### src/rtl/servo_pkg.sv
// Shared constants and types for the servo pulse engine.
// Timing defaults assume a 10 MHz clock divided down to a 1 us tick.
package servo_pkg;

  localparam int BASE_TICKS_DEF  = 1000;
  localparam int STEP_SHIFT_DEF  = 2;
  localparam int FRAME_TICKS_DEF = 20000;
  localparam int TICK_W          = $clog2(FRAME_TICKS_DEF);

  typedef enum logic [1:0] {
    IDLE,
    PULSE,
    GAP
  } state_t;

endpackage

### src/rtl/servo_tick_gen.sv
// Prescaler producing a one-cycle tick every CLK_DIV clocks.
// Held at zero while clr is high so a new frame starts on a clean tick boundary.
module servo_tick_gen #(
  parameter int CLK_DIV = 10
) (
  input  logic clk,
  input  logic rst_n,
  input  logic clr,
  output logic tick
);

  localparam int PW = (CLK_DIV > 1) ? $clog2(CLK_DIV) : 1;
  localparam logic [PW-1:0] LAST = PW'(CLK_DIV - 1);

  logic [PW-1:0] presc;

  always_ff @(posedge clk or negedge rst_n) begin
    if (!rst_n) begin
      presc <= '0;
    end else if (clr || (presc == LAST)) begin
      presc <= '0;
    end else begin
      presc <= presc + PW'(1);
    end
  end

  assign tick = (presc == LAST);

endmodule

### src/rtl/servo_pulse_gen.sv
// RC-servo frame generator: one pulse of BASE_TICKS + (pos << STEP_SHIFT) ticks
// per FRAME_TICKS-tick frame, with an optional triangle sweep of the position.
module servo_pulse_gen
  import servo_pkg::*;
#(
  parameter int CLK_DIV     = 10,
  parameter int BASE_TICKS  = BASE_TICKS_DEF,
  parameter int STEP_SHIFT  = STEP_SHIFT_DEF,
  parameter int FRAME_TICKS = FRAME_TICKS_DEF
) (
  input  logic       clk,
  input  logic       rst_n,
  input  logic       ena,
  input  logic       sweep,
  input  logic [7:0] pos,
  output logic       pwm_out,
  output logic       frame_start,
  output logic [7:0] cur_pos
);

  localparam int CNT_W = (FRAME_TICKS > 1) ? $clog2(FRAME_TICKS) : 1;
  localparam logic [CNT_W-1:0] BASE_C = CNT_W'(BASE_TICKS);
  localparam logic [CNT_W-1:0] LAST_C = CNT_W'(FRAME_TICKS - 1);

  state_t           state, state_nxt;
  logic [CNT_W-1:0] tick_cnt, tick_cnt_nxt;
  logic [CNT_W-1:0] width, width_nxt;
  logic [7:0]       cur_pos_nxt;
  logic             dir_down, dir_down_nxt;
  logic             pwm_nxt, fs_nxt;
  logic             tick, presc_clr, start_frame;
  logic [7:0]       sweep_pos, frame_pos;
  logic             sweep_down, frame_down;
  logic [CNT_W-1:0] frame_width;

  assign presc_clr = (state == IDLE);

  servo_tick_gen #(
    .CLK_DIV(CLK_DIV)
  ) u_tick_gen (
    .clk  (clk),
    .rst_n(rst_n),
    .clr  (presc_clr),
    .tick (tick)
  );

  // Triangle step with reflection at both ends, so 255 and 0 are each visited once per sweep.
  always_comb begin
    sweep_pos  = cur_pos;
    sweep_down = dir_down;
    if (!dir_down) begin
      if (cur_pos == 8'd255) begin
        sweep_pos  = 8'd254;
        sweep_down = 1'b1;
      end else begin
        sweep_pos = cur_pos + 8'd1;
      end
    end else begin
      if (cur_pos == 8'd0) begin
        sweep_pos  = 8'd1;
        sweep_down = 1'b0;
      end else begin
        sweep_pos = cur_pos - 8'd1;
      end
    end
  end

  assign frame_pos   = sweep ? sweep_pos : pos;
  assign frame_down  = sweep ? sweep_down : dir_down;
  assign frame_width = BASE_C + (CNT_W'(frame_pos) << STEP_SHIFT);

  always_comb begin
    state_nxt    = state;
    tick_cnt_nxt = tick_cnt;
    width_nxt    = width;
    cur_pos_nxt  = cur_pos;
    dir_down_nxt = dir_down;
    pwm_nxt      = 1'b0;
    fs_nxt       = 1'b0;
    start_frame  = 1'b0;
    case (state)
      IDLE: begin
        if (ena) start_frame = 1'b1;
      end
      PULSE: begin
        if (!ena) begin
          state_nxt    = IDLE;
          tick_cnt_nxt = '0;
        end else begin
          pwm_nxt = 1'b1;
          if (tick) begin
            tick_cnt_nxt = tick_cnt + CNT_W'(1);
            if (tick_cnt_nxt == width) begin
              state_nxt = GAP;
              pwm_nxt   = 1'b0;
            end
          end
        end
      end
      GAP: begin
        if (!ena) begin
          state_nxt    = IDLE;
          tick_cnt_nxt = '0;
        end else if (tick) begin
          if (tick_cnt == LAST_C) start_frame = 1'b1;
          else tick_cnt_nxt = tick_cnt + CNT_W'(1);
        end
      end
      default: begin
        state_nxt    = IDLE;
        tick_cnt_nxt = '0;
      end
    endcase
    // Position and width are latched only here, so mid-frame input changes cannot glitch a pulse.
    if (start_frame) begin
      state_nxt    = PULSE;
      tick_cnt_nxt = '0;
      pwm_nxt      = 1'b1;
      fs_nxt       = 1'b1;
      cur_pos_nxt  = frame_pos;
      dir_down_nxt = frame_down;
      width_nxt    = frame_width;
    end
  end

  always_ff @(posedge clk or negedge rst_n) begin
    if (!rst_n) begin
      state       <= IDLE;
      tick_cnt    <= '0;
      width       <= '0;
      cur_pos     <= 8'd0;
      dir_down    <= 1'b0;
      pwm_out     <= 1'b0;
      frame_start <= 1'b0;
    end else begin
      state       <= state_nxt;
      tick_cnt    <= tick_cnt_nxt;
      width       <= width_nxt;
      cur_pos     <= cur_pos_nxt;
      dir_down    <= dir_down_nxt;
      pwm_out     <= pwm_nxt;
      frame_start <= fs_nxt;
    end
  end

endmodule

### config.mk
export PLATFORM = sky130hd
export DESIGN_NAME = servo_pulse_gen
export DESIGN_NICKNAME = d
export VERILOG_FILES = /design/src/rtl/servo_pkg.sv /design/src/rtl/servo_tick_gen.sv /design/src/rtl/servo_pulse_gen.sv
export SDC_FILE = /design/constraint.sdc
export NUM_CORES = 1
export LEC_CHECK = 0
export ABC_AREA = 0
export BUFFER_PORTS_ARGS = -buffer_cell sky130_fd_sc_hd__buf_2
export CAP_MARGIN = 20
export CORE_MARGIN = 1.5
export CORE_UTILIZATION = 60
export CTS_BUF_LIST = sky130_fd_sc_hd__clkbuf_4 sky130_fd_sc_hd__clkbuf_8
export DETAILED_ROUTE_END_ITERATION = 6
export PLACE_DENSITY = 0.88
export SLEW_MARGIN = 20
export SYNTH_ARGS = -nofsm -noshare
export SYNTH_HDL_FRONTEND = slang
export SYNTH_SLANG_ARGS = --single-unit
### constraint.sdc
create_clock -name clk -period 3.9 [get_ports clk]
set_input_delay 0.39 -clock clk [delete_from_list [all_inputs] [get_ports clk]]
set_output_delay 0.39 -clock clk [all_outputs]
set_load 0.01 [all_outputs]
==> impl_metrics.yaml <==
grt:
  grt_pass1_vias: 2387
  grt.total_usage_pct: 26.8
  grt_max_degree: 41
  grt-ovfl-total: 0
  grt_antenna_before_repair: 0
  grt_pass1_wl_um: 11500
floorplan:
  fp.dieW_um: 74.0
  die_y_um: 74.0
  io_pins: 22
  core_area_mm2: 0.00479
  rows: 25
  die_area_mm2: 0.00548
  start_util_pct: 63.2
cells_and_area:
  layout-drive-gt1-share_pct: 11.1
  syn_to_final_growth_pct: 5.54
  utilization_pct: 66.7
  antenna_cells: 0
  nets: 388
routing:
  vias: 2798
  avgRoutedWirePerCell_um: 16.0
  ant_nets: 0
  drt_iter0_drc: 236
  drc: 1
  wirelength_um: 6940
  viasPerCell: 6.43
  firstDrtPassIters: 7
clocking:
  clock-sinks: 40
  cts_max_path_buffers: 2
  cts_resized: 0
  htree_levels: 2
  clk_pin_slew_ns: 0.07
  clock-root-buffer: "clkbuf_8"
  ctsHoldBuffers: 0
  cts_inserted_buffers: 5
  worstSkewPairLatency_ns: 0.30
  cts_tree: "built"
  cts_setup_buffers: 0
worst_setup_path:
  required_ns: 4.12
  arrival_ns: 3.17
  critical_path_class: "flip-flop to flip-flop"
  cp-start-kind: "flip-flop"
  critPathCaptureType: "flip-flop"
  crit_fanout: 12
logic_synthesis:
  synth_commonest_cells: "dfrtp_1 (40), nand2_1 (34), nor2_1 (27), o21ai_0 (24), clkbuf_1 (23)"
  syn_avg_cell_area_um2: 8.24
  synth.most_common_cell: "dfrtp_1"
  ys_async_sr_fraction_pct: 100
  synth-seq-area-share_pct: 33.1
  synth_ff_type: "dfrtp_1"
  synth_edf_count: 0
  synth_cell_types: 68
  synth_top_area_share_pct: 33.1
  synth_area_leaders: "dfrtp_1 (33%), nand2_1 (4.2%), o21ai_0 (4.0%)"
  yosys_warnings: 0
  syn_inst: 367
  yosysTopAreaCell: "dfrtp_1"
  ys_seq_elements: 40
  syn-num-nets: 388
  synth_area_mm2: 0.00302
timing:
  setup_tns_ns: 0
  clock.fmax_ghz: 0.339
  relSlewSlack_pct: 40.9
  rsz0062_at_grt: "no"
  finClkSkew_ns: 0.00697
  period_needed_ns: 2.95
  period_share_pct: 75.6
  worst_slew_pin_slew_ns: 0.887
  hold_violations: 0
  slew_viol_final: 0
  setup_viol: 0
  whs_ns: 0.209
power_and_ir_drop:
  p_leak_nw: 1.29
  p_per_area_mw_per_mm2: 579
  ir_drop_v: 0.000369
job:
  max_cap_viol_count: 0
place:
  port_buffers: 21
  gp_congestion: 0.884
  dpl.hpwl_um: 4990
hold_path:
  hp-class: "input pin to async pin"
status:
  violations: "design-rule violations"
  status: "finished, violations left"
-- stage by stage --
| stage | total power, mW | std cells | cell area (µm²) | worst slack (ns) |
|---|---|---|---|---|
| 2_1_floorplan | 1.35 | 367 | 3020 | 1.08 |
| 3_3_place_gp | 1.53 | 427 | 3100 | 1.08 |
| 3_5_place_dp | 1.55 | 427 | 3100 | 0.958 |
| 4_1_cts | 1.84 | 435 | 3190 | 0.951 |
| 5_1_grt | 2.00 | 435 | 3190 | 0.790 |
| 6_report | 1.85 | 435 | 3190 | 0.952 |
-- power by group --
group	switching (mW)	leakage, nW	internal, mW
sequential	0.185	0.514	0.521
combinational	0.477	0.729	0.379
clock	0.144	0.0510	0.141
total	0.807	1.29	1.04
-- cell type report --
type	count	area [µm²]
multi-input cells	282	1840
fillers	415	1590
flip-flops and latches	40	1000
repair buffers	23	120
well taps	67	83.8
clock buffers	6	82.6
inverters	15	56.3
clock inverters	2	10.0
-- worst max-delay path, cell delays in order (launching register included) --
cell	delay, ns
dfrtp_1	0.50
inv_1	0.10
ha_1	0.20
or3b_2	0.50
o21ai_4	0.18
a211oi_1	0.11
or2_2	0.32
ha_1	0.26
or4_1	0.52
a31oi_1	0.18
-- cell usage in the layout (no fill, tap or decap), types with 4 or more instances in the layout --
master / instances
nor2b_1: 6
a31oi_1: 7
inv_1: 15
o21ai_0: 24
dfrtp_1: 40
nor2_1: 27
a21oi_1: 14
nand2_1: 34
and4b_1: 5
clkbuf_8: 6
and4_1: 6
nor4_1: 4
nor3b_1: 6
xnor2_1: 12
nand3b_1: 5
o21ai_1: 6
o31ai_1: 11
nand3_1: 12
nand4_1: 6
and3_1: 4
nand2b_1: 5
nor3_1: 8
ha_1: 9
buf_2: 21
or3_1: 4
-- worst paths after layout --
check	to	cells after the start	slack [ns]	from
worst min register to register	u_tick_gen.presc[0]$_DFF_PN0_	1	0.51	u_tick_gen.presc[0]$_DFF_PN0_
worst max register to register	width[9]$_DFFE_PN0N_	9	0.95	cur_pos[0]$_DFFE_PN0N_
min in group clk	cur_pos[0]$_DFFE_PN0N_	3	0.43	pos[0]
worst min-delay path	u_tick_gen.presc[0]$_DFF_PN0_	1	0.21	rst_n
max in group asynchronous	cur_pos[0]$_DFFE_PN0N_	1	3.14	rst_n
worst max-delay path	width[9]$_DFFE_PN0N_	9	0.95	cur_pos[0]$_DFFE_PN0N_
-- kinds of logic (layout without fill, tap and decap cells) --
kind of cell               after synthesis  after routing  share of synthesized area (%)
buffers and inverters                   45             46                           6.12
adders and majority gates                9              9                           3.72
DFF                                     40             40                           33.1
and+or+nand+nor                        152            152                           28.6
AOI/OAI and AO/OA                      103            103                           23.0
muxes                                    4              4                           1.37
xor gates and xnor gates                14             14                           4.05
-- metal layers --
| metal | vias up | GRT usage, % | part of all wire (%) |
|---|---|---|---|
| met5 | - | 0 | 0 |
| met2 | 93 | 39.2 | 45 |
| li1 | 1363 | - | - |
| met4 | 0 | 4.73 | 0.60 |
| met3 | 6 | 6.37 | 6.0 |
| met1 | 1336 | 40.8 | 49 |
-- sequential cells by signal, indices dropped and copies added (netlist names) --
register	flops
u_tick_gen.presc	4
width	8
tick_cnt	15
frame_start	1
cur_pos	8
dir_down	1
state	2
pwm_out	1
(Power assumes the default switching activity.)
